--- config.mk ---
export PLATFORM = sky130hd
export DESIGN_NAME = mem_arbiter
export DESIGN_NICKNAME = d
export VERILOG_FILES = /design/src/rtl/mem_arb_pkg.sv /design/src/rtl/mem_arbiter_fifo.sv /design/src/rtl/mem_arbiter.sv
export SDC_FILE = /design/constraint.sdc
export NUM_CORES = 1
export LEC_CHECK = 0
export BUFFER_PORTS_ARGS = -buffer_cell sky130_fd_sc_hd__buf_2
export CAP_MARGIN = 20
export CORE_AREA = 2 2 121 123
export DETAILED_ROUTE_END_ITERATION = 8
export DIE_AREA = 0 0 123 125
export GPL_ROUTABILITY_DRIVEN = 0
export GPL_TIMING_DRIVEN = 0
export SYNTH_ARGS = -nofsm -noshare
export SYNTH_HDL_FRONTEND = slang
export SYNTH_SLANG_ARGS = --single-unit
--- constraint.sdc ---
create_clock -name clk_i -period 6.7 [get_ports clk_i]
set_input_delay 1.675 -clock clk_i [delete_from_list [all_inputs] [get_ports clk_i]]
set_output_delay 1.675 -clock clk_i [all_outputs]
set_load 0.005 [all_outputs]
--- src/rtl/mem_arb_pkg.sv ---
// Shared types for the instruction/data memory arbiter.
// Port ids double as the tag stored per outstanding request.
package mem_arb_pkg;

    typedef enum logic [0:0] {
        PortI = 1'b0,
        PortD = 1'b1
    } port_e;

    localparam int unsigned NumPorts = 2;

    function automatic port_e other_port(input port_e p);
        return (p == PortI) ? PortD : PortI;
    endfunction

endpackage

--- src/rtl/mem_arbiter_fifo.sv ---
// Small synchronous FIFO with a ready/valid write side and a ready/valid read side.
// A read in the same cycle does not free a slot for a write when full.
module mem_arbiter_fifo #(
    parameter int unsigned Width     = 1,
    parameter int unsigned DepthLog2 = 2
) (
    input  logic             clk_i,
    input  logic             rst_i,
    input  logic             wr_valid_i,
    output logic             wr_ready_o,
    input  logic [Width-1:0] wr_data_i,
    output logic             rd_valid_o,
    input  logic             rd_ready_i,
    output logic [Width-1:0] rd_data_o
);

    localparam int unsigned Depth = 1 << DepthLog2;
    localparam logic [DepthLog2:0] DepthCnt = (DepthLog2 + 1)'(Depth);

    logic [Width-1:0]     mem_q [Depth];
    logic [DepthLog2-1:0] wr_ptr_q, wr_ptr_d;
    logic [DepthLog2-1:0] rd_ptr_q, rd_ptr_d;
    logic [DepthLog2:0]   count_q, count_d;
    logic                 push, pop;

    assign wr_ready_o = (count_q != DepthCnt);
    assign rd_valid_o = (count_q != '0);
    assign rd_data_o  = mem_q[rd_ptr_q];

    assign push = wr_valid_i & wr_ready_o;
    assign pop  = rd_ready_i & rd_valid_o;

    always_comb begin
        wr_ptr_d = wr_ptr_q;
        rd_ptr_d = rd_ptr_q;
        count_d  = count_q;
        if (push) begin
            wr_ptr_d = wr_ptr_q + 1'b1;
        end
        if (pop) begin
            rd_ptr_d = rd_ptr_q + 1'b1;
        end
        unique case ({push, pop})
            2'b10:   count_d = count_q + 1'b1;
            2'b01:   count_d = count_q - 1'b1;
            default: count_d = count_q;
        endcase
    end

    always_ff @(posedge clk_i) begin
        if (rst_i) begin
            wr_ptr_q <= '0;
            rd_ptr_q <= '0;
            count_q  <= '0;
        end else begin
            wr_ptr_q <= wr_ptr_d;
            rd_ptr_q <= rd_ptr_d;
            count_q  <= count_d;
        end
    end

    // Storage needs no reset: only entries counted by count_q are ever read.
    always_ff @(posedge clk_i) begin
        if (push) begin
            mem_q[wr_ptr_q] <= wr_data_i;
        end
    end

endmodule

--- src/rtl/mem_arbiter.sv ---
// 2:1 arbiter merging instruction-fetch and data ports onto one in-order memory port.
// Build option MEM_ARB_RR_EN: round-robin between ports instead of data-port priority.
module mem_arbiter
    import mem_arb_pkg::*;
#(
    parameter int unsigned DepthLog2 = 2
) (
    input  logic        clk_i,
    input  logic        rst_i,

    output logic        i_ready_o,
    input  logic        i_valid_i,
    input  logic [31:0] i_addr_i,
    input  logic [31:0] i_wdata_i,
    input  logic [3:0]  i_wmask_i,
    output logic [31:0] i_rdata_o,
    output logic        i_rvalid_o,

    output logic        d_ready_o,
    input  logic        d_valid_i,
    input  logic [31:0] d_addr_i,
    input  logic [31:0] d_wdata_i,
    input  logic [3:0]  d_wmask_i,
    output logic [31:0] d_rdata_o,
    output logic        d_rvalid_o,

    input  logic        mem_ready_i,
    output logic        mem_valid_o,
    output logic [31:0] mem_addr_o,
    output logic [31:0] mem_wdata_o,
    output logic [3:0]  mem_wmask_o,
    input  logic [31:0] mem_rdata_i,
    input  logic        mem_rvalid_i
);

    port_e      grant;
    port_e      lock_grant_q, lock_grant_d;
    logic       lock_q, lock_d;
    logic       tag_wr_ready, tag_full;
    logic       tag_rd_valid;
    logic [0:0] tag_rd_data;
    port_e      tag_head;
    logic       mem_fire, rsp_fire;

`ifdef MEM_ARB_RR_EN
    port_e      last_grant_q, last_grant_d;
`endif

    assign tag_full = ~tag_wr_ready;

    always_comb begin
        grant = PortI;
        if (lock_q) begin
            grant = lock_grant_q;
        end else if (i_valid_i && d_valid_i) begin
`ifdef MEM_ARB_RR_EN
            grant = other_port(last_grant_q);
`else
            // Data wins so a core stalled on a load/store cannot be starved by fetch.
            grant = PortD;
`endif
        end else if (d_valid_i) begin
            grant = PortD;
        end
    end

    assign mem_valid_o = (i_valid_i | d_valid_i) & ~tag_full;
    assign mem_addr_o  = (grant == PortD) ? d_addr_i  : i_addr_i;
    assign mem_wdata_o = (grant == PortD) ? d_wdata_i : i_wdata_i;
    assign mem_wmask_o = (grant == PortD) ? d_wmask_i : i_wmask_i;

    assign i_ready_o = mem_ready_i & ~tag_full & (grant == PortI);
    assign d_ready_o = mem_ready_i & ~tag_full & (grant == PortD);

    assign mem_fire = mem_valid_o & mem_ready_i;

    // A request presented but not taken keeps its grant next cycle so the
    // memory side never sees the request change underneath it.
    always_comb begin
        lock_d       = mem_valid_o & ~mem_ready_i;
        lock_grant_d = grant;
    end

`ifdef MEM_ARB_RR_EN
    always_comb begin
        last_grant_d = last_grant_q;
        if (mem_fire) begin
            last_grant_d = grant;
        end
    end
`endif

    always_ff @(posedge clk_i) begin
        if (rst_i) begin
            lock_q       <= 1'b0;
            lock_grant_q <= PortI;
`ifdef MEM_ARB_RR_EN
            last_grant_q <= PortI;
`endif
        end else begin
            lock_q       <= lock_d;
            lock_grant_q <= lock_grant_d;
`ifdef MEM_ARB_RR_EN
            last_grant_q <= last_grant_d;
`endif
        end
    end

    mem_arbiter_fifo #(
        .Width     (1),
        .DepthLog2 (DepthLog2)
    ) u_tag_fifo (
        .clk_i      (clk_i),
        .rst_i      (rst_i),
        .wr_valid_i (mem_fire),
        .wr_ready_o (tag_wr_ready),
        .wr_data_i  (grant),
        .rd_valid_o (tag_rd_valid),
        .rd_ready_i (mem_rvalid_i),
        .rd_data_o  (tag_rd_data)
    );

    assign tag_head = port_e'(tag_rd_data);

    // Responses with no outstanding tag (e.g. issued before a reset) are dropped.
    assign rsp_fire   = mem_rvalid_i & tag_rd_valid;
    assign i_rvalid_o = rsp_fire & (tag_head == PortI);
    assign d_rvalid_o = rsp_fire & (tag_head == PortD);
    assign i_rdata_o  = mem_rdata_i;
    assign d_rdata_o  = mem_rdata_i;

endmodule

======== Word-level counts from Yosys, hierarchy flattened ========
Memory sizes are Yosys's and may differ from the RTL's. A register that Yosys moved wholly into a read port is not among the register bits.
Cells that the tools add are included.
operators by class
  add/sub/neg operators ................... 4
  eq/ne operators ......................... 3
  muxes and demuxes ....................... 11
  bitwise gates (word level) .............. 14
  reductions and logical operators ........ 3
operators with widths
  cell                                                 count
  2-to-1 mux 32 bit                                    2
  bitwise AND 1 bit                                    10
  case mux 3 bit (2 select lines)                      1
  2-to-1 mux 1 bit                                     5
  adder 2 x 1 -> 2 bit, second input constant          2
  2-to-1 mux 2 bit                                     2
  2-to-1 mux 4 bit                                     1
  adder 3 x 1 -> 3 bit, second input constant          1
  != test 3 bit, second input constant                 1
  inverter 1 bit                                       3
  nonzero test 3 bit                                   1
  subtractor 3 x 1 -> 3 bit, second input constant     1
  equality test 2 x 1 -> 1 bit, second input constant  1
  equality test 2 bit, second input constant           1
  nonzero test 2 bit                                   1
  logical AND 1 bit                                    1
  bitwise OR 1 bit                                     1
storage, ports and cells
  register bits ........................... 9
  memory bits (writable) .................. 4
  memories kept ........................... 1
memories
  memory            depth  bits a word  rd ports  clocked after Yosys merged registers in  wr ports  RTL line                source
  u_tag_fifo.mem_q  4      1            1         1                                        1         mem_arbiter_fifo.sv:20  logic [Width-1:0] mem_q [Depth];

======== Depth between registers and ports, before layout ========
  depth after elaboration ................. 6
  depth in mapped cells ................... 9
  depth with buffers taken out ............ 9

======== Hierarchy ========
From an unflattened synthesis, not the netlist that was laid out.
second synthesis, totals
  cell total of the unflattened synthesis .. 211
  area total of the unflattened synthesis .. 2,100.8 µm²
by module, submodules not included
  module            times used  cells each  area each (µm²)
  mem_arbiter       1           154         1,460.2
  mem_arbiter_fifo  1           57          640.6

======== Least setup slack after synthesis ========
Ideal clock, no wire load.
  path kind ............................... input -> output
  start ................................... input d_valid_i
  end ..................................... output mem_wdata_o[24]
  data arrival time ....................... 2,530 ps
  data required time ...................... 5,025 ps
  setup slack ............................. 2,495 ps
  stages on the path ...................... 3
  path buffers ............................ 1
  cells stage by stage .................... mux2i_4 > clkbuf_8 > mux2_2
between the ends
  word-level cells in the longest chain between the ends .. 4
  elaborated cells between the ends (all ways) .. 5
  classes of those cells .................. mux (4); reduce/logical (1)
RTL lines
  item                                                          RTL line                              source
  start, declared                                               mem_arbiter.sv:20                     input logic d_valid_i,
  2-to-1 mux 1 bit / logical AND 1 bit (equally long branches)  mem_arbiter.sv:62, mem_arbiter.sv:55
  2-to-1 mux 1 bit (*)                                          mem_arbiter.sv:55                     end else if (i_valid_i && d_valid_i) begin
  2-to-1 mux 1 bit (*)                                          mem_arbiter.sv:53                     if (lock_q) begin
  2-to-1 mux 32 bit (*)                                         mem_arbiter.sv:69                     assign mem_wdata_o = (grant == PortD) ? d_wdata_i : i_wdata_i;
  end, declared                                                 mem_arbiter.sv:30                     output logic [31:0] mem_wdata_o,
Mark *: on every way between the ends. The rest lies on a longest branch, timed or not.

======== Worst setup path after layout ========
Ends and elaborated chain as after synthesis.

==> impl_metrics.json <==
{
  "endpoint_kind": "output port",
  "drive_gt1_frac": 0.8653,
  "synth_enable_flop_cells": 4,
  "powerDensity_nw_per_um2": 148.9,
  "rsz0062_at_grt": "false",
  "dieArea_um2": 15380,
  "synthToLayoutAreaGrowth_pct": 82.52,
  "routed_wl_um": 8377,
  "crit_arrival_ns": 3.12,
  "chipWidth_um": 123,
  "worstPathMaxFanout": 10,
  "drc": 0,
  "cts.sinks": 15,
  "wl_per_cell_um": 12.43,
  "cts_setup_buffers": 0,
  "ys_warn_count": 0,
  "ctsHoldBuffers": 0,
  "critPathLaunchType": "primary input",
  "async_flop_share": 0,
  "grt-ovfl-total": 0,
  "nNetsFinal": 671,
  "dp.final_hpwl_um": 7669,
  "avgSynthCellArea_um2": 9.913,
  "vdd_drop_max_mv": 0.07793,
  "cts_tree": "yes",
  "cpMostUsedCell": "buf_2",
  "ant_nets": 0,
  "hp-class": "flop to flop",
  "vias_per_cell": 3.559,
  "slew_viol_final": 0,
  "antenna_found_initial": 0,
  "crit_type": "primary input to output port",
  "syn_inst": 208,
  "finalCritPeriodShare": 0.7162,
  "tns_ns": 0,
  "core-area_um2": 14200,
  "outcome": "completed",
  "r2r_setup_slack_ns": 4.41,
  "row_count": 44,
  "cts_resized": 0,
  "numCtsBuffers": 3,
  "yosysSeqAreaShare": 0.1650,
  "die_h_um": 125,
  "max_freq_mhz": 208.4,
  "grt_pass1_vias": 2268,
  "clk_latency_ns": 0.24,
  "dp.cells": 670,
  "crit_path_end": "mem_wdata_o[24]",
  "grt_pass1_wl_um": 11870,
  "htree_levels": 1,
  "portBuffers": 278,
  "start_util": 0.1452,
  "boundaryPins": 311,
  "final-hold-violation-count": 0,
  "crit-reg2reg-launch": "u_tag_fifo.count_q[0]",
  "critPathRequiredTime_ns": 5.03,
  "cts_buffer_depth": 2,
  "fillers": 1565,
  "cp_top_family": "multiplexers",
  "finalSetupViolCount": 0,
  "path_depth": 5,
  "slowest_delay_ns": 0.46,
  "yosys_most_used_dff": "dfxtp_1",
  "final_cells": 674,
  "cts-root-buf": "clkbuf_16",
  "crit_path_top_delay_cell": "mux2i_4",
  "ys_seq_elements": 15,
  "path_cells": "buf_2, mux2i_4, clkbuf_8, mux2_2, buf_2",
  "slew-limit-headroom": 0.6184,
  "crit_buf_inv": 3,
  "finalCriticalPeriod_ns": 4.799,
  "clk_pin_slew_ns": 0.05,
  "r2r_end": "u_tag_fifo.count_q[2]",
  "postSynthNetCount": 388,
  "worst_r2r_path_depth": 9,
  "clock_skew_ns": 0.001245,
  "ys_types": 26,
  "worst_pin_slew_ns": 0.5604,
  "grt_max_degree": 11,
  "cp-startpoint": "d_valid_i",
  "p_leak_nw": 2.075,
  "drtIter0Drc": 49,
  "max_cap_violations": 0,
  "dr.pass1.iters": 4,
  "syn-cell-area_um2": 2062,
  "antenna-diode-count": 0,
  "vias": 2399,
  "grt_use_total": 0.09938
}
==> metrics by stage <==
| stage | worst slack [ns] | util | total power, mW | hold slack (ns) | area [µm²] |
|---|---|---|---|---|---|
| after floorplan | 2.495 | - | 0.3135 | 0.4753 | 2062 |
| after global placement | 1.814 | 0.2593 | 0.4483 | 0.5007 | 3684 |
| after detailed placement | 1.820 | 0.2593 | 0.4528 | 0.5104 | 3684 |
| after CTS | 1.813 | 0.2650 | 0.5705 | 0.5194 | 3764 |
| after global routing | 1.803 | 0.2650 | 0.6049 | 0.5470 | 3764 |
| final | 1.901 | 0.2650 | 0.5605 | 0.5154 | 3764 |
==> worst min path at each step <==
stage | cells after the start | slack (ns) | end | startpoint
finish | 2 | 0.52 | u_tag_fifo.count_q[2] | u_tag_fifo.count_q[2]
global route | 2 | 0.55 | u_tag_fifo.count_q[2] | u_tag_fifo.count_q[2]
CTS | 2 | 0.52 | u_tag_fifo.count_q[2] | u_tag_fifo.count_q[2]
detailed placement | 2 | 0.51 | u_tag_fifo.rd_ptr_q[1] | u_tag_fifo.rd_ptr_q[1]
global placement | 2 | 0.50 | u_tag_fifo.count_q[2] | u_tag_fifo.count_q[2]
floorplan | 2 | 0.48 | u_tag_fifo.count_q[2] | u_tag_fifo.count_q[2]
==> layout make-up <==
| class | count | area (µm²) | area share |
|---|---|---|---|
| Multi-Input combinational cell | 113 | 1134 | 0.3012 |
| Clock inverter | 1 | 5.005 | 0.001330 |
| Sequential cell | 15 | 340.3 | 0.09043 |
| Inverter | 8 | 30.03 | 0.007979 |
| Buffer | 72 | 558.0 | 0.1483 |
| Tap cell | 184 | 230.2 | 0.06117 |
| Timing Repair Buffer | 278 | 1391 | 0.3697 |
| Clock buffer | 3 | 75.07 | 0.01995 |
==> cell usage in the layout, fill, tap and decap left out, drive strengths merged <==
cell	count
or4b	1
buf	348
dfxtp	11
mux2i	1
nor4	1
or3	2
nor3b	1
fa	1
inv	8
o311ai	1
edfxtp	4
clkinv	1
and2b	1
xor2	4
and2	4
o21ai	3
clkbuf	5
mux2	68
nand2b	1
o31ai	2
ha	5
mux4	1
nor2	13
a21oi	3
==> synthesized netlist by cell type (2+ instances only) <==
cell / n / area share
a21oi_1: 3 / 0.0073
and2_1: 4 / 0.012
buf_4: 66 / 0.24
buf_6: 4 / 0.022
dfxtp_1: 11 / 0.11
edfxtp_1: 4 / 0.058
ha_1: 5 / 0.030
inv_1: 8 / 0.015
mux2_2: 62 / 0.34
mux2_4: 6 / 0.044
nor2_1: 13 / 0.024
o21ai_0: 3 / 0.0073
o31ai_1: 2 / 0.0073
or3_1: 2 / 0.0061
xor2_1: 4 / 0.017
==> report_power, final <==
part	leakage (nW)	switching (mW)	internal [mW]
registers	0.127	0.0169	0.114
logic	1.91	0.129	0.186
clock network	0.0409	0.0351	0.0795
==> cell families (layout without fill, tap and decap cells) <==
family,count (synthesis),count (layout),share of synthesized area
xor gates and xnor gates,4,4,0.01699
AOI/OAI and AO/OA,9,9,0.02609
and+or+nand+nor,24,24,0.06250
DFF,15,15,0.1651
muxes,70,70,0.4041
buffers and inverters,80,362,0.2852
adders and majority gates,6,6,0.04005
==> tightest hold or removal path: cells and delay by family (launching register included) <==
family	cells	cell delay, ns
DFF	1	0.33
AOI/OAI and AO/OA	2	0.14
==> metal layers <==
layer  routed length, µm  part of all wire  global-route usage  up-vias
met5                   0                 0                   0        -
met4                  64            0.0076             0.01671        0
met3                 497             0.059            0.008668        5
met2                4339              0.52              0.1807      126
met1                3475              0.41              0.1278     1057
li1                    -                 -                   -     1211
(Power assumes the default switching activity.)
